===== config.mk =====
export PLATFORM = sky130hd
export DESIGN_NAME = cordic_request_arbiter_flat
export DESIGN_NICKNAME = d
export VERILOG_FILES = /design/src/rtl/cordic_request_arbiter_if.sv /design/src/rtl/cordic_request_arbiter.sv /design/src/flat_wrapper.sv
export SDC_FILE = /design/constraint.sdc
export NUM_CORES = 1
export LEC_CHECK = 0
export ABC_CLOCK_PERIOD_IN_PS = 2200
export BUFFER_PORTS_ARGS = -buffer_cell sky130_fd_sc_hd__buf_4
export CORE_AREA = 4 4 419 421
export DETAILED_ROUTE_END_ITERATION = 8
export DIE_AREA = 0 0 423 425
export SYNTH_ARGS = -nofsm -noshare
export SYNTH_HDL_FRONTEND = slang
export SYNTH_SLANG_ARGS = --single-unit

===== constraint.sdc =====
create_clock -name clk -period 2.2 [get_ports clk]
set_input_delay 0.22 -clock clk [delete_from_list [all_inputs] [get_ports clk]]
set_output_delay 0.22 -clock clk [all_outputs]
set_load 0.005 [all_outputs]

===== src/rtl/cordic_request_arbiter_if.sv =====
// Request, response and engine channels of the CORDIC request arbiter.
// slave is the arbiter side; master is the requester/engine environment side.
interface cordic_request_arbiter_if #(
    parameter int NUM_REQ = 4,
    parameter int DATA_W  = 64,
    parameter int ITER_W  = 6
);
    localparam int ID_W = $clog2(NUM_REQ);

    logic [NUM_REQ-1:0]        req_valid;
    logic [NUM_REQ-1:0]        req_ready;
    logic [NUM_REQ*DATA_W-1:0] req_x;
    logic [NUM_REQ*DATA_W-1:0] req_y;
    logic [NUM_REQ*ITER_W-1:0] req_iters;

    logic                      rsp_valid;
    logic                      rsp_ready;
    logic [ID_W-1:0]           rsp_id;
    logic [DATA_W-1:0]         rsp_x;
    logic [DATA_W-1:0]         rsp_y;
    logic [DATA_W-1:0]         rsp_angle;
    logic                      rsp_err;

    logic                      eng_start;
    logic [DATA_W-1:0]         eng_x;
    logic [DATA_W-1:0]         eng_y;
    logic [ITER_W-1:0]         eng_iters;
    logic                      eng_done;
    logic [DATA_W-1:0]         eng_x_final;
    logic [DATA_W-1:0]         eng_y_final;
    logic [DATA_W-1:0]         eng_angle;

    modport slave (
        input  req_valid, req_x, req_y, req_iters, rsp_ready,
        input  eng_done, eng_x_final, eng_y_final, eng_angle,
        output req_ready, rsp_valid, rsp_id, rsp_x, rsp_y, rsp_angle, rsp_err,
        output eng_start, eng_x, eng_y, eng_iters
    );

    modport master (
        output req_valid, req_x, req_y, req_iters, rsp_ready,
        output eng_done, eng_x_final, eng_y_final, eng_angle,
        input  req_ready, rsp_valid, rsp_id, rsp_x, rsp_y, rsp_angle, rsp_err,
        input  eng_start, eng_x, eng_y, eng_iters
    );
endinterface


===== src/rtl/cordic_request_arbiter.sv =====
// Round-robin arbiter sharing one iterative CORDIC vectoring engine between NUM_REQ requesters.
// Define CORDIC_ARB_TIMEOUT_EN to add a TIMEOUT_CYC watchdog on the wait for eng_done.
module cordic_request_arbiter #(
    parameter int NUM_REQ     = 4,
    parameter int DATA_W      = 64,
    parameter int ITER_W      = 6,
    parameter int TIMEOUT_CYC = 80
) (
    input  logic                   clk,
    input  logic                   reset_n,
    cordic_request_arbiter_if.slave bus,
    output logic                   busy
);
    localparam int ID_W = $clog2(NUM_REQ);

    localparam logic [1:0] IDLE  = 2'd0;
    localparam logic [1:0] ISSUE = 2'd1;
    localparam logic [1:0] WAIT  = 2'd2;
    localparam logic [1:0] RESP  = 2'd3;

    logic [1:0]        state;
    logic [ID_W-1:0]   rr_ptr;
    logic [ID_W:0]     scan_idx;
    logic [ID_W-1:0]   grant_id;
    logic              grant_any;
    logic [DATA_W-1:0] sel_x;
    logic [DATA_W-1:0] sel_y;
    logic [ITER_W-1:0] sel_iters;
    logic [ITER_W-1:0] iters_eff;

    // First valid requester at or after rr_ptr, wrapping at NUM_REQ rather than 2^ID_W.
    always_comb begin
        // NOTE: every combinational output gets a default first so no latch is inferred.
        grant_any = 1'b0;
        grant_id  = '0;
        scan_idx  = '0;
        for (int k = 0; k < NUM_REQ; k++) begin
            scan_idx = {1'b0, rr_ptr} + (ID_W+1)'(k);
            if (scan_idx >= (ID_W+1)'(NUM_REQ))
                scan_idx = scan_idx - (ID_W+1)'(NUM_REQ);
            if (!grant_any && bus.req_valid[scan_idx[ID_W-1:0]]) begin
                grant_any = 1'b1;
                grant_id  = scan_idx[ID_W-1:0];
            end
        end
    end

    always_comb begin
        sel_x     = '0;
        sel_y     = '0;
        sel_iters = '0;
        for (int k = 0; k < NUM_REQ; k++) begin
            if (grant_id == ID_W'(k)) begin
                sel_x     = bus.req_x[k*DATA_W +: DATA_W];
                sel_y     = bus.req_y[k*DATA_W +: DATA_W];
                sel_iters = bus.req_iters[k*ITER_W +: ITER_W];
            end
        end
    end

    // A zero iteration count means "use the full 16-entry atan table".
    assign iters_eff = (sel_iters == '0) ? ITER_W'(16) : sel_iters;

    // Ready is gated by reset so no handshake can complete while the block is held in reset.
    always_comb begin
        bus.req_ready = '0;
        if (reset_n && state == IDLE && grant_any)
            bus.req_ready[grant_id] = 1'b1;
    end

    assign busy = (state != IDLE);

`ifdef CORDIC_ARB_TIMEOUT_EN
    localparam int CNT_W = $clog2(TIMEOUT_CYC + 1);
    logic [CNT_W-1:0] wait_cnt;
`else
    assign bus.rsp_err = 1'b0;
`endif

    always_ff @(posedge clk or negedge reset_n) begin
        if (!reset_n) begin
            state         <= IDLE;
            rr_ptr        <= '0;
            bus.eng_start <= 1'b0;
            bus.eng_x     <= '0;
            bus.eng_y     <= '0;
            bus.eng_iters <= '0;
            bus.rsp_valid <= 1'b0;
            bus.rsp_id    <= '0;
            bus.rsp_x     <= '0;
            bus.rsp_y     <= '0;
            bus.rsp_angle <= '0;
`ifdef CORDIC_ARB_TIMEOUT_EN
            bus.rsp_err   <= 1'b0;
            wait_cnt      <= '0;
`endif
        end else begin
            // NOTE: state registers use non-blocking assignments so every flop samples pre-edge values.
            case (state)
                IDLE: begin
                    if (grant_any) begin
                        bus.eng_x     <= sel_x;
                        bus.eng_y     <= sel_y;
                        bus.eng_iters <= iters_eff;
                        bus.rsp_id    <= grant_id;
                        bus.eng_start <= 1'b1;
                        state         <= ISSUE;
                    end
                end
                ISSUE: begin
                    bus.eng_start <= 1'b0;
`ifdef CORDIC_ARB_TIMEOUT_EN
                    wait_cnt      <= '0;
`endif
                    state         <= WAIT;
                end
                WAIT: begin
                    if (bus.eng_done) begin
                        bus.rsp_x     <= bus.eng_x_final;
                        bus.rsp_y     <= bus.eng_y_final;
                        bus.rsp_angle <= bus.eng_angle;
`ifdef CORDIC_ARB_TIMEOUT_EN
                        bus.rsp_err   <= 1'b0;
`endif
                        bus.rsp_valid <= 1'b1;
                        state         <= RESP;
                    end
`ifdef CORDIC_ARB_TIMEOUT_EN
                    // Watchdog fires on the TIMEOUT_CYC-th wait cycle; a later eng_done lands outside WAIT.
                    else if (wait_cnt == CNT_W'(TIMEOUT_CYC - 1)) begin
                        bus.rsp_x     <= '0;
                        bus.rsp_y     <= '0;
                        bus.rsp_angle <= '0;
                        bus.rsp_err   <= 1'b1;
                        bus.rsp_valid <= 1'b1;
                        state         <= RESP;
                    end else begin
                        wait_cnt <= wait_cnt + CNT_W'(1);
                    end
`endif
                end
                RESP: begin
                    if (bus.rsp_ready) begin
                        bus.rsp_valid <= 1'b0;
                        rr_ptr        <= (bus.rsp_id == ID_W'(NUM_REQ - 1)) ? '0
                                                                            : bus.rsp_id + ID_W'(1);
                        state         <= IDLE;
                    end
                end
                default: state <= IDLE;
            endcase
        end
    end
endmodule


===== src/flat_wrapper.sv =====
// flat-port wrapper written by rule: the top's interface ports become plain ports
module cordic_request_arbiter_flat 
#(
    parameter int NUM_REQ     = 4,
    parameter int DATA_W      = 64,
    parameter int ITER_W      = 6,
    parameter int TIMEOUT_CYC = 80
)
  (clk, reset_n, busy, bus_req_valid, bus_req_x, bus_req_y, bus_req_iters, bus_rsp_ready, bus_eng_done, bus_eng_x_final, bus_eng_y_final, bus_eng_angle, bus_req_ready, bus_rsp_valid, bus_rsp_id, bus_rsp_x, bus_rsp_y, bus_rsp_angle, bus_rsp_err, bus_eng_start, bus_eng_x, bus_eng_y, bus_eng_iters);
  cordic_request_arbiter_if #(.NUM_REQ(NUM_REQ), .DATA_W(DATA_W), .ITER_W(ITER_W)) bus_i ();
  input  logic clk;
  input  logic reset_n;
  output logic busy;
  input wire logic [$bits(bus_i.req_valid)-1:0] bus_req_valid;
  input wire logic [$bits(bus_i.req_x)-1:0] bus_req_x;
  input wire logic [$bits(bus_i.req_y)-1:0] bus_req_y;
  input wire logic [$bits(bus_i.req_iters)-1:0] bus_req_iters;
  input wire logic [$bits(bus_i.rsp_ready)-1:0] bus_rsp_ready;
  input wire logic [$bits(bus_i.eng_done)-1:0] bus_eng_done;
  input wire logic [$bits(bus_i.eng_x_final)-1:0] bus_eng_x_final;
  input wire logic [$bits(bus_i.eng_y_final)-1:0] bus_eng_y_final;
  input wire logic [$bits(bus_i.eng_angle)-1:0] bus_eng_angle;
  output wire logic [$bits(bus_i.req_ready)-1:0] bus_req_ready;
  output wire logic [$bits(bus_i.rsp_valid)-1:0] bus_rsp_valid;
  output wire logic [$bits(bus_i.rsp_id)-1:0] bus_rsp_id;
  output wire logic [$bits(bus_i.rsp_x)-1:0] bus_rsp_x;
  output wire logic [$bits(bus_i.rsp_y)-1:0] bus_rsp_y;
  output wire logic [$bits(bus_i.rsp_angle)-1:0] bus_rsp_angle;
  output wire logic [$bits(bus_i.rsp_err)-1:0] bus_rsp_err;
  output wire logic [$bits(bus_i.eng_start)-1:0] bus_eng_start;
  output wire logic [$bits(bus_i.eng_x)-1:0] bus_eng_x;
  output wire logic [$bits(bus_i.eng_y)-1:0] bus_eng_y;
  output wire logic [$bits(bus_i.eng_iters)-1:0] bus_eng_iters;
  assign bus_i.req_valid = bus_req_valid;
  assign bus_i.req_x = bus_req_x;
  assign bus_i.req_y = bus_req_y;
  assign bus_i.req_iters = bus_req_iters;
  assign bus_i.rsp_ready = bus_rsp_ready;
  assign bus_i.eng_done = bus_eng_done;
  assign bus_i.eng_x_final = bus_eng_x_final;
  assign bus_i.eng_y_final = bus_eng_y_final;
  assign bus_i.eng_angle = bus_eng_angle;
  assign bus_req_ready = bus_i.req_ready;
  assign bus_rsp_valid = bus_i.rsp_valid;
  assign bus_rsp_id = bus_i.rsp_id;
  assign bus_rsp_x = bus_i.rsp_x;
  assign bus_rsp_y = bus_i.rsp_y;
  assign bus_rsp_angle = bus_i.rsp_angle;
  assign bus_rsp_err = bus_i.rsp_err;
  assign bus_eng_start = bus_i.eng_start;
  assign bus_eng_x = bus_i.eng_x;
  assign bus_eng_y = bus_i.eng_y;
  assign bus_eng_iters = bus_i.eng_iters;
  cordic_request_arbiter #(.NUM_REQ(NUM_REQ), .DATA_W(DATA_W), .ITER_W(ITER_W), .TIMEOUT_CYC(TIMEOUT_CYC)) u_core (.clk(clk), .reset_n(reset_n), .bus(bus_i), .busy(busy));
endmodule

# Word-level counts from Yosys, hierarchy flattened
# Cells that the tools add are included.
# op_classes
eq_ne,10
n_reduce_logical,21
n_mux,46
order_cmp,10
addsub,8
# ops
op,n
64-bit two-way mux,8
6-bit two-way mux,5
2-bit two-way mux,12
"2-bit by 3-bit less-than comparator with 1-bit output, second input constant",5
1-bit two-way mux,12
"2-bit equality test, second input constant",5
"3-bit >= comparator, second input constant",3
1-bit binary-select mux with 2-bit select,4
2-bit case mux with 4 select lines,1
2-bit AND reduction,4
"2-bit by 1-bit subtractor with 2-bit output, second input constant",4
"2-bit by 2-bit adder with 3-bit output, second input constant",2
1-bit logical AND,6
6-bit zero test,1
3-bit AND reduction,2
2-bit nonzero test,3
"2-bit by 1-bit equality test with 1-bit output, second input constant",2
2-bit zero test,2
4-bit two-way mux,1
"2-bit inequality test, second input constant",2
1-bit case mux with 2 select lines,2
"2-bit by 1-bit adder with 3-bit output, second input constant",1
"2-bit by 3-bit >= comparator with 1-bit output, second input constant",1
1-bit zero test,3
other kinds (4),4
# word_totals
out_inout_bits,336
input_bits,736
register_bits,334
wordCells,106

# Logic depth before layout (Yosys ltp)
# Gate-level depths: netlist (run 1).
# depth
word_depth,21
depth_mapped,8

# Worst setup path after synthesis (run 1)
# No wires, ideal clock.
# synth_timing
path_type,flip-flop to flip-flop
from,register u_core.state[0]
to,register u_core.bus.rsp_angle[0]
n_path_buf,2
slack_ps,342
path_stages_with_launch,7
t_arrival_ps,1734
path_cell_list,dfrtp_1 -> inv_1 -> ha_1 -> nand2_1 -> clkbuf_1 -> clkbuf_1 -> mux2_2
# synth_between
elab_chain_len,2
# synth_rtl
element,line,text
"start, declared",cordic_request_arbiter.sv:21,logic [1:0] state;
"start signal, assigned",cordic_request_arbiter.sv:82,state <= IDLE;
"start signal, assigned",cordic_request_arbiter.sv:107,state <= ISSUE;
"start signal, assigned",cordic_request_arbiter.sv:115,state <= WAIT;
2-bit equality test,cordic_request_arbiter.sv:99,case (state)
2-bit AND reduction (no line),--,
"end signal, assigned",cordic_request_arbiter.sv:121,bus.rsp_angle <= bus.eng_angle;
"end, declared",cordic_request_arbiter_if.sv:36,"output req_ready, rsp_valid, rsp_id, rsp_x, rsp_y, rsp_angle, rsp_err,"
# No other way between the ends.
# A chain may end at the register's enable or synchronous reset.

# Final worst setup path (run 1)
# layout_timing
from,register u_core.rr_ptr[0]
to,output bus_req_ready[3]
# layout_between
elab_chain_len,19
# layout_rtl
element,line,text
"start, declared",cordic_request_arbiter.sv:22,logic [ID_W-1:0] rr_ptr;
"start signal, assigned",cordic_request_arbiter.sv:145,rr_ptr <= (bus.rsp_id == ID_W'(NUM_REQ - 1)) ? '0
branches (longest 18 deep; another with 2-bit by 1-bit adder with 3-bit output),--,
4-bit two-way mux *,cordic_request_arbiter.sv:67,if (reset_n && state == IDLE && grant_any)
"end, declared",flat_wrapper.sv:23,output wire logic [$bits(bus_i.req_ready)-1:0] bus_req_ready;
# Mark *: on every way between the ends. The select of a mux whose other input is x is not followed.

==> implementation parameters, run 1 <==
Parameter                              Value

Run status
  Outcome    complete, but fails checks
  Violated checks    negative setup slack

Timing
  Minimum setup slack in the final design    -0.198 ns
  Final hold slack    0.0508 ns
  Transition time of the tightest slew-check pin    0.903 ns
  Achievable Freq    417 MHz
  Post-layout min period    2.40 ns
  Final Setup Violations    between 60 and 70
  Post-route clock skew    0.0554 ns
  Post-route clock period utilization    109%
  Count of endpoints failing hold in the final timing report    0
  Slew Viols, Final    0
  Setup repair after global routing missed its margin    yes
  Max_slew headroom    39.8%

Place
  Number of buffers inserted by port buffering    about 1100
  Placed standard-cell area    28600 sq um
  Instance count after placement with tap cells included    around 4900
  Global placer's final weighted congestion    0.997
  HPWL reported at the end of detailed placement    99100 um

Final layout
  Leading cell type in the layout, fill and taps excluded    sky130_fd_sc_hd__buf_4
  Most frequent cells in the layout    sky130_fd_sc_hd__buf_4, sky130_fd_sc_hd__dlygate4sd3_1, sky130_fd_sc_hd__dfrtp_1
  Final design area excluding fillers    37100 sq um
  Post-route insts no fill    5562
  Count of filler cells inserted in the layout    18463
  Post-layout net count    3931
  Layout area overhead    121%
  Ratio of cells with drive above 1 in the final layout    53.0%

Yosys
  Proportion of synthesized flip-flops having asynchronous set or reset    between 90% and 100%
  Number of enable-type register cells in the synthesized netlist    0
  Post-synthesis net count    approximately 2300
  Syn Inst Count    1557
  Synth Cell Area    16800 sq um
  Post-Synthesis Mean Instance Area    10.8 sq um
  Most instantiated flip-flop cell in the synthesis netlist    sky130_fd_sc_hd__dfrtp_1
  Unique cell type count in the Yosys netlist    41
  Yosys synthesis warning count    0
  Synth Register Bits    334
  Sequential area share after synthesis    between 40% and 50%

Power
  Worst IR drop on VDD    0.000687 V
  Cell leakage power    17.3 nW
  Post-layout total power    44.3 mW
  Pwr per Cell Area    ~1200 nW/um^2

Routing
  Remaining design rule violation count    0
  Drt via density    3.75
  Vias    roughly 21000
  Remaining number of nets flagged by the antenna check after routing    0
  Wirelength per Cell    23.5 um
  DRT Wirelength    131000 um
  Drt first pass iters    5
  Drt initial violations    1478

Global routing
  M1 GR Usage    14.4%
  First-pass GRT wire length    167000 um
  All-Layer GR Usage    13.0%
  Number of antenna violations at the first check in global routing    62
  Met2 usage in global routing    between 20% and 30%
  GR Layer Usage met3    4.55%
  Pin count of the biggest net entering global routing    145
  GRT Max-Usage Layer    met2
  Via count of the first global-routing pass    around 22000
  Total grt overflow    0

Job
  Number of maximum-capacitance violations    0

Floorplanning
  Starting density of the core    approximately 9.8%
  Std-Cell Rows    152
  Height of the die    roughly 430 um
  I/O pin cnt    1072
  Horizontal die dimension    about 420 um
  Area of the die    180000 sq um
  Core area    171000 sq um

CTS
  Clock transition at the registers of the reported paths    0.06 ns
  Root Driver    sky130_fd_sc_hd__clkbuf_16
  Largest buffer count on any clock path    3
  Clock Latency Late Sink    approximately 0.67 ns
  TritonCTS clock tree    done
  Number of buffers inserted during clock tree synthesis    46
  Depth of the CTS H-tree    2
  Num Clock Sinks    334

Worst setup path
  Sort of element at the start of the critical path    flip-flop
  Setup slack on the worst flop-to-flop path    -0.13 ns
  Endpoint kind of the worst setup timing path    output port
  Data arrival time of the critical path    2.18 ns
  Critical setup path kind    reg -> out
  Worst-path fanout max    5
  Required time worst endpoint    1.98 ns

Hold path
  Worst hold path class    in -> reg
==> sequential cells by signal, summed over array words and instances, names as in the netlist <==
signal / flops
u_core.bus.eng_iters: 6
u_core.bus.eng_start: 1
u_core.bus.eng_x: 64
u_core.bus.eng_y: 64
u_core.bus.rsp_angle: 64
u_core.bus.rsp_id: 2
u_core.bus.rsp_valid: 1
u_core.bus.rsp_x: 64
u_core.bus.rsp_y: 64
u_core.rr_ptr: 2
u_core.state: 2
==> path summary, 6_finish.rpt <==
path | start | to | cells after the start
worst max-delay path | u_core.rr_ptr[0] | bus_req_ready[3] | 8
worst min-delay path | bus_req_x[94] | u_core.bus.eng_x[30] | 4
worst max register to register | u_core.rr_ptr[0] | u_core.bus.eng_y[40] | 11
worst min register to register | u_core.bus.eng_y[13] | u_core.bus.eng_y[13] | 1
max in group asynchronous | reset_n | u_core.bus.rsp_y[37] | 4
min in group asynchronous | reset_n | u_core.bus.eng_x[19] | 3
==> kinds of logic (layout without fill, tap and decap cells) <==
family,Yosys count,in the layout,synth area share [%]
flip-flops,334,334,49.8
buffers and inverters,163,1833,4.66
AO/OA/AOI/OAI,424,424,19.9
AND/OR/NAND/NOR,436,436,12.2
other,1,26,0.0224
multiplexers,193,193,13.0
adder cells (fa/ha/maj),6,6,0.448
==> layer usage <==
layer | wire [um] | part of all wire [%] | vias to the layer above
met5 | 202 | 0.15 | -
met4 | 5850 | 4.5 | 32
met3 | 12300 | 9.4 | 242
met2 | 64300 | 49 | 1101
met1 | 47900 | 37 | 10363
li1 | - | - | 9103
==> final cells by class <==
type | count | area (sq um) | share of cell area (%)
diodes | 25 | 62.6 | 0.168
clock buffers | 64 | 1360 | 3.66
clock inverters | 22 | 254 | 0.684
inverters | 7 | 26.3 | 0.0707
multi-input cells | 1060 | 8660 | 23.3
flip-flops and latches | 334 | 8360 | 22.5
well taps | 2310 | 2890 | 7.78
repair buffers | 1740 | 15500 | 41.8
==> synthesized netlist by cell type, drive strengths merged, types with 2 or more instances <==
library cell  number  area (sq um)
dfrtp            334          8360
nand2            268          1020
mux2             193          2170
a21o             131           983
a211oi           130           976
and3             130           813
a311oi           128          1120
buf              101           547
clkbuf            55           208
nand3             21           105
o21ai             18          90.1
inv                7          26.3
ha                 6          75.1
a41o               5          50.1
and2               5          31.3
nor3               4          20.0
nor2               3          13.8
a221oi             2          17.5
o31ai              2          15.0
==> metrics by stage <==
stage / setup TNS (ns) / util, % / setup WS [ns]
2_1_floorplan: 0 / - / 0.342
3_3_place_gp: -0.690 / 16.7 / -0.0809
3_5_place_dp: -0.882 / 16.7 / -0.108
4_1_cts: -7.55 / 20.8 / -0.232
5_1_grt: -9.88 / 21.7 / -0.277
6_report: -3.20 / 21.7 / -0.198
==> critical path, stage by stage, from the launching register on <==
cell and delay (ns):
sky130_fd_sc_hd__dfrtp_2 0.44, sky130_fd_sc_hd__and4b_4 0.22, sky130_fd_sc_hd__a21oi_4 0.13, sky130_fd_sc_hd__buf_12 0.12, sky130_fd_sc_hd__nand2_8 0.05, sky130_fd_sc_hd__buf_12 0.13, sky130_fd_sc_hd__buf_16 0.12, sky130_fd_sc_hd__nor3_4 0.17
sky130_fd_sc_hd__buf_4 0.14
==> timing repair <==
item | in CTS | in global routing
pin swaps | 19 | 85
hold endpoints to repair | 560 | 1
gates cloned | 6 | 20
gates resized for setup | 97 | 184
buffers inserted | 17 | 16
setup endpoints to repair | 24 | 128
hold buffers | 464 | 1
==> report_power, final <==
part	switching (mW)	internal, mW	leakage [nW]
combinational	11.7	13.3	12.5
clock	3.35	4.71	0.794
sequential	1.98	9.35	4.01
No activity file was read; power rests on OpenSTA's default activity.
==> run 2: changes to the inputs <==
Settings changed: PLACE_DENSITY set to 0.3.
==> run 2 against run 1 <==
  * The run still ends with negative setup slack left
  * Clock skew shrank 0.015 ns
  * Worst setup slack gained 0.084 ns
  * Cell area is 5.3% higher
  * Maximum frequency increased by 3.6%
  * Sequential cell count stayed put
  * Core utilization rose by 1.1 points
  * Critical endpoint is now u_core.bus.eng_y[63]
  * Largest power group unchanged
==> implementation parameters, run 2 (same netlist as run 1, synthesis figures left out) <==
Parameter                              Value

CTS
  Root Driver    sky130_fd_sc_hd__clkbuf_16
  Depth of the CTS H-tree    2
  TritonCTS clock tree    done
  Num Clock Sinks    roughly 330
  Clock Latency Late Sink    0.65 ns
  Number of buffers inserted during clock tree synthesis    48
  Clock transition at the registers of the reported paths    0.06 ns
  Largest buffer count on any clock path    3

Timing
  Slew Viols, Final    0
  Post-route clock period utilization    105%
  Transition time of the tightest slew-check pin    0.760 ns
  Max_slew headroom    49.1%
  Minimum setup slack in the final design    -0.114 ns
  Achievable Freq    432 MHz
  Count of endpoints failing hold in the final timing report    0
  Setup repair after global routing missed its margin    yes
  Post-layout min period    2.31 ns
  Final Setup Violations    72
  Final hold slack    0.0571 ns
  Post-route clock skew    approximately 0.040 ns

Routing
  Drt initial violations    750
  Drt via density    3.56
  DRT Wirelength    122000 um
  Wirelength per Cell    between 20 and 25 um
  Drt first pass iters    5
  Remaining number of nets flagged by the antenna check after routing    0
  Remaining design rule violation count    0
  Vias    19941

Final layout
  Leading cell type in the layout, fill and taps excluded    sky130_fd_sc_hd__buf_4
  Most frequent cells in the layout    sky130_fd_sc_hd__buf_4, sky130_fd_sc_hd__dlygate4sd3_1, sky130_fd_sc_hd__dfrtp_1
  Ratio of cells with drive above 1 in the final layout    59.2%
  Core utilization of the finished layout    22.8%
  Count of filler cells inserted in the layout    18693
  Layout area overhead    133%
  Post-layout net count    between 3000 and 4000

Worst setup path
  Required time worst endpoint    2.76 ns
  Endpoint kind of the worst setup timing path    flip-flop
  Sort of element at the start of the critical path    flip-flop
  Critical setup path kind    reg -> reg
  Data arrival time of the critical path    2.87 ns
  Worst-path fanout max    7

Run status
  Violated checks    negative setup slack
  Outcome    complete, but fails checks

Floorplanning
  Core area    between 150000 and 200000 sq um
  I/O pin cnt    1072
  Height of the die    425 um
  Area of the die    about 180000 sq um
  Horizontal die dimension    423 um
  Starting density of the core    ~9.8%
  Std-Cell Rows    152

Place
  Global placer's final weighted congestion    0.805
  Number of buffers inserted by port buffering    1070
  HPWL reported at the end of detailed placement    around 87000 um

Global routing
  All-Layer GR Usage    12.5%
  Total grt overflow    0
  Via count of the first global-routing pass    22094
  Number of antenna violations at the first check in global routing    15
  First-pass GRT wire length    164000 um
  Pin count of the biggest net entering global routing    81

Power
  Internal power contribution    29.5 mW
  Pwr per Cell Area    around 1200 nW/um^2
  Worst IR drop on VDD    0.000691 V
  Clock share of power    17.8%
  Net switching share of the total power    between 30% and 40%
  Comb power frac    58.6%
  Switching power    18.2 mW
  Sequential share of power    approximately a quarter
  Cell leakage power    between 15 and 20 nW

Job
  Number of maximum-capacitance violations    0

Hold path
  Worst hold path class    in -> reg
==> run 2: changes by cell type in the layout (fill, tap and decap cells not counted), sizes merged <==
| cell | change |
|---|---|
| diode | -14 |
| dlygate4sd3 | -30 |
| bufbuf | +2 |
| buf | +80 |
| bufinv | +1 |
| clkinvlp | -4 |
| clkinv | -2 |
| clkbuf | +7 |
==> run 2: layer usage <==
metal	wire [um]	vias to the layer above	share of wire (%)	track usage [%]
met3	8040	168	6.6	3.50
met1	45700	9879	38	13.8
met2	62500	721	51	22.4
li1	-	9171	-	-
met5	13	-	0.011	0
met4	5470	2	4.5	5.36
==> run 2: repair_timing <==
item | CTS | global route
pin swaps | 121 | 113
hold buffers | 435 | 0
setup endpoints to repair | 80 | 130
buffers inserted | 57 | 34
gates resized for setup | 292 | 236
endpoints found under the hold margin | 517 | 0
gates cloned | 20 | 14
==> run 2: final timing paths <==
| kind | startpoint | to | slack [ns] | depth (start not counted) |
|---|---|---|---|---|
| min | bus_req_x[26] | u_core.bus.eng_x[26] | 0.06 | 4 |
| max reg2reg | u_core.rr_ptr[1] | u_core.bus.eng_y[63] | -0.11 | 10 |
| max | u_core.rr_ptr[1] | u_core.bus.eng_y[63] | -0.11 | 10 |
| min in group asynchronous | reset_n | u_core.bus.eng_y[3] | 0.76 | 3 |
| min reg2reg | u_core.bus.eng_x[49] | u_core.bus.eng_x[49] | 0.47 | 1 |
| max in group asynchronous | reset_n | u_core.bus.rsp_x[11] | 0.68 | 4 |
==> run 2: power by group through the flow <==
stage,Sequential (mW),Combinational [mW],Clock (mW)
6_report,11.2,27.9,8.49
5_1_grt,11.6,29.9,9.16
4_1_cts,11.2,26.3,8.98
3_5_place_dp,11.2,21.5,0
3_3_place_gp,11.2,21.6,0
2_1_floorplan,11.2,8.51,0
==> run 2: worst max-delay path, cell delays in order, from the launching register on <==
cell and delay, ns:
sky130_fd_sc_hd__dfrtp_2 0.46, sky130_fd_sc_hd__and4b_4 0.24, sky130_fd_sc_hd__a21o_1 0.20, sky130_fd_sc_hd__nor2_4 0.21, sky130_fd_sc_hd__buf_12 0.19, sky130_fd_sc_hd__buf_12 0.14
sky130_fd_sc_hd__buf_12 0.12, sky130_fd_sc_hd__buf_12 0.13, sky130_fd_sc_hd__nand2_4 0.05, sky130_fd_sc_hd__a311oi_4 0.35, sky130_fd_sc_hd__a21o_1 0.13
==> run 2: metrics by stage <==
step | TNS [ns] | area [sq um] | power (mW) | instances | setup slack, ns
final | -3.71 | 39100 | 47.7 | 5602 | -0.114
after detailed placement | -5.18 | 28900 | 32.7 | 4971 | -0.292
after CTS | -6.43 | 37500 | 46.5 | 5557 | -0.237
after global routing | -10.73 | 39100 | 50.7 | 5600 | -0.208
after floorplan | 0 | 16800 | 19.7 | 1557 | 0.342
after global placement | -6.69 | 28900 | 32.8 | 4971 | -0.396
==> run 2: cell type report <==
type	instances	area [sq um]	share of cell area, %
diodes	11	27.5	0.0704
multi-input cells	1060	9690	24.8
repair buffers	1791	16400	41.9
inverters	7	26.3	0.0672
flip-flops and latches	334	8360	21.4
clock inverters	17	254	0.650
well taps	2310	2890	7.39
clock buffers	72	1450	3.71
==> run 3: changes to the inputs <==
Settings changed: CELL_PAD_IN_SITES_DETAIL_PLACEMENT set to 0, CELL_PAD_IN_SITES_GLOBAL_PLACEMENT set to 1, CORE_AREA 4 4 419 421 to 4 4 413 415, DIE_AREA 0 0 423 425 to 0 0 417 419, PLACE_DENSITY 0.3 to 0.34.
==> run 3 against run 2 <==
  * The run still ends with negative setup slack left
  * Clock skew shrank 0.013 ns
  * Global-route usage up 0.69 points
  * Via count down 0.61%
  * Clock power hardly changed
  * Core utilization increased by 0.19 points
  * Final cell count fell by 2.4%
  * Non-clock buffer count down 47
  * Cell area shrank 1.9%
  * Die area decreased by 2.8%
  * Hold slack got worse by 0.013 ns
  * Clock-buffer cell count increased by 3
  * Routed wire length rose by 4.8%
  * Critical endpoint is now bus_req_ready[2]
  * Largest cell class unchanged
==> implementation parameters, run 3 (same netlist as run 1, synthesis figures left out) <==
Parameter                              Value

Run status
  Outcome    complete, but fails checks
  Violated checks    negative setup slack

Global routing
  Pin count of the biggest net entering global routing    109
  Total grt overflow    0
  Number of antenna violations at the first check in global routing    43
  First-pass GRT wire length    167000 um
  Via count of the first global-routing pass    21869
  All-Layer GR Usage    13.2%

Timing
  Aggregate negative setup slack    -1.32 ns
  Max_slew headroom    between 50% and 60%
  Minimum setup slack in the final design    -0.127 ns
  Post-route clock skew    0.0274 ns
  Slew Viols, Final    0
  Transition time of the tightest slew-check pin    0.731 ns
  Count of endpoints failing hold in the final timing report    0
  Achievable Freq    430 MHz
  Setup repair after global routing missed its margin    yes
  Final Setup Violations    33
  Post-route clock period utilization    106%
  Final hold slack    0.0436 ns
  Post-layout min period    2.33 ns

Routing
  Drt via density    3.62
  Wl on met1    around 45000 um
  Remaining design rule violation count    0
  Wirelength per Cell    between 20 and 25 um
  Vias    19820
  DRT Wirelength    128000 um
  Remaining number of nets flagged by the antenna check after routing    0
  Routed met2 length    between 60000 and 70000 um
  Highest signal layer in the routed design    met5
  Routed wire length on met3    8800 um
  Drt first pass iters    4
  Drt initial violations    646

CTS
  Root Driver    sky130_fd_sc_hd__clkbuf_16
  Clock Latency Late Sink    0.62 ns
  Num Clock Sinks    334
  Number of buffers inserted during clock tree synthesis    51
  Clock transition at the registers of the reported paths    0.06 ns
  TritonCTS clock tree    done
  Largest buffer count on any clock path    3
  Depth of the CTS H-tree    2

Floorplanning
  I/O pin cnt    1072
  Height of the die    approximately 420 um
  Core area    167000 sq um
  Horizontal die dimension    417 um
  Starting density of the core    10.1%
  Area of the die    175000 sq um
  Std-Cell Rows    150

Power
  Comb power frac    58.0%
  Internal power contribution    29.0 mW
  Pwr per Cell Area    between 1000 and 1500 nW/um^2
  Post-layout total power    ~47 mW
  Switching power    between 15 and 20 mW
  Worst IR drop on VDD    approximately 0.00065 V
  Cell leakage power    17.7 nW
  Net switching share of the total power    38.5%
  Sequential share of power    around a quarter
  Clock share of power    18.0%

Final layout
  Core utilization of the finished layout    23.0%
  Ratio of cells with drive above 1 in the final layout    58.7%
  Post-layout net count    3940
  Count of filler cells inserted in the layout    18260
  Leading cell type in the layout, fill and taps excluded    sky130_fd_sc_hd__buf_4
  Layout area overhead    129%
  Most frequent cells in the layout    sky130_fd_sc_hd__buf_4, sky130_fd_sc_hd__dlygate4sd3_1, sky130_fd_sc_hd__dfrtp_1

Worst setup path
  Sort of element at the start of the critical path    flip-flop
  Required time worst endpoint    1.98 ns
  Worst Path Buf+Inv    3
  Most numerous cell on the critical path    sky130_fd_sc_hd__buf_6
  Critical setup path kind    reg -> out
  Ordered cell list for the critical path    and4b_4 > a21oi_4 > buf_12 > nand2_8 > buf_6 > nor3_4 > buf_6
  Slowest stage cell, crit path    sky130_fd_sc_hd__dfrtp_2
  Worst-path fanout max    7
  Endpoint kind of the worst setup timing path    output port
  Data arrival time of the critical path    ~2.1 ns
  Critical path's largest stage delay    0.47 ns
  Kind of cell adding the most delay to the critical path    flip-flops

Place
  Number of buffers inserted by port buffering    1070
  HPWL reported at the end of detailed placement    ~96000 um
  Global placer's final weighted congestion    about 0.76

Hold path
  Worst hold path class    in -> reg

Job
  Number of maximum-capacitance violations    0
[run 3: worst paths after layout]
path	startpoint	to	slack (ns)	depth (start not counted)
max	u_core.rr_ptr[1]	bus_req_ready[2]	-0.13	7
min	bus_req_x[140]	u_core.bus.eng_x[12]	0.04	4
max reg2reg	u_core.rr_ptr[1]	u_core.bus.eng_x[19]	-0.08	11
min reg2reg	u_core.bus.eng_y[33]	u_core.bus.eng_y[33]	0.48	1
max in group asynchronous	reset_n	u_core.bus.rsp_y[26]	1.13	3
min in group asynchronous	reset_n	u_core.bus.rsp_angle[47]	0.08	2
[run 3: worst reg2reg max path, stage by stage (launching register included)]
cell	delay, ns
sky130_fd_sc_hd__dfrtp_2	0.47
sky130_fd_sc_hd__and4b_4	0.22
sky130_fd_sc_hd__a21o_4	0.21
sky130_fd_sc_hd__nor2_4	0.16
sky130_fd_sc_hd__buf_12	0.13
sky130_fd_sc_hd__buf_8	0.11
sky130_fd_sc_hd__buf_12	0.15
sky130_fd_sc_hd__buf_12	0.15
sky130_fd_sc_hd__nand2_4	0.05
sky130_fd_sc_hd__a311oi_2	0.33
sky130_fd_sc_hd__buf_4	0.16
sky130_fd_sc_hd__a21o_1	0.07
[run 3: final cells by class]
cell class	count	area, sq um	area share [%]
Clock buffer	75	1500	3.90
Timing Repair Buffer	1744	15800	41.2
Multi-Input combinational cell	1060	9630	25.1
Sequential cell	334	8360	21.8
Clock inverter	16	215	0.561
Antenna cell	28	70.1	0.183
Tap cell	2204	2760	7.19
Inverter	7	26.3	0.0685
[run 3: what timing repair did]
action	CTS	global route
gates resized for setup	96	389
buffers inserted	18	30
pin swaps	20	175
gates cloned	7	26
endpoints found under the hold margin	556	1
setup endpoints to repair	87	119
hold buffers	409	1
[run 3: layer usage]
layer | vias up | GRT usage, %
met3 | 146 | 4.06
li1 | 9109 | -
met1 | 9825 | 13.6
met5 | - | 0
met4 | 2 | 4.61
met2 | 738 | 25.1
[run 3: through the flow]
step	cells	cell area [sq um]	setup WS [ns]
floorplan	1557	16800	0.342
global placement	4866	28900	-0.193
detailed placement	4866	28900	-0.199
CTS	5390	35500	-0.207
global route	5466	38300	-0.247
finish	5468	38300	-0.127
[run 3: power groups by stage]
| stage | clock network, mW | registers [mW] | logic, mW |
|---|---|---|---|
| 3_3_place_gp | 0 | 11.3 | 22.1 |
| 4_1_cts | 8.97 | 11.3 | 24.0 |
| 5_1_grt | 9.18 | 11.7 | 29.4 |
| 3_5_place_dp | 0 | 11.3 | 22.0 |
| 2_1_floorplan | 0 | 11.2 | 8.51 |
| 6_report | 8.50 | 11.3 | 27.3 |
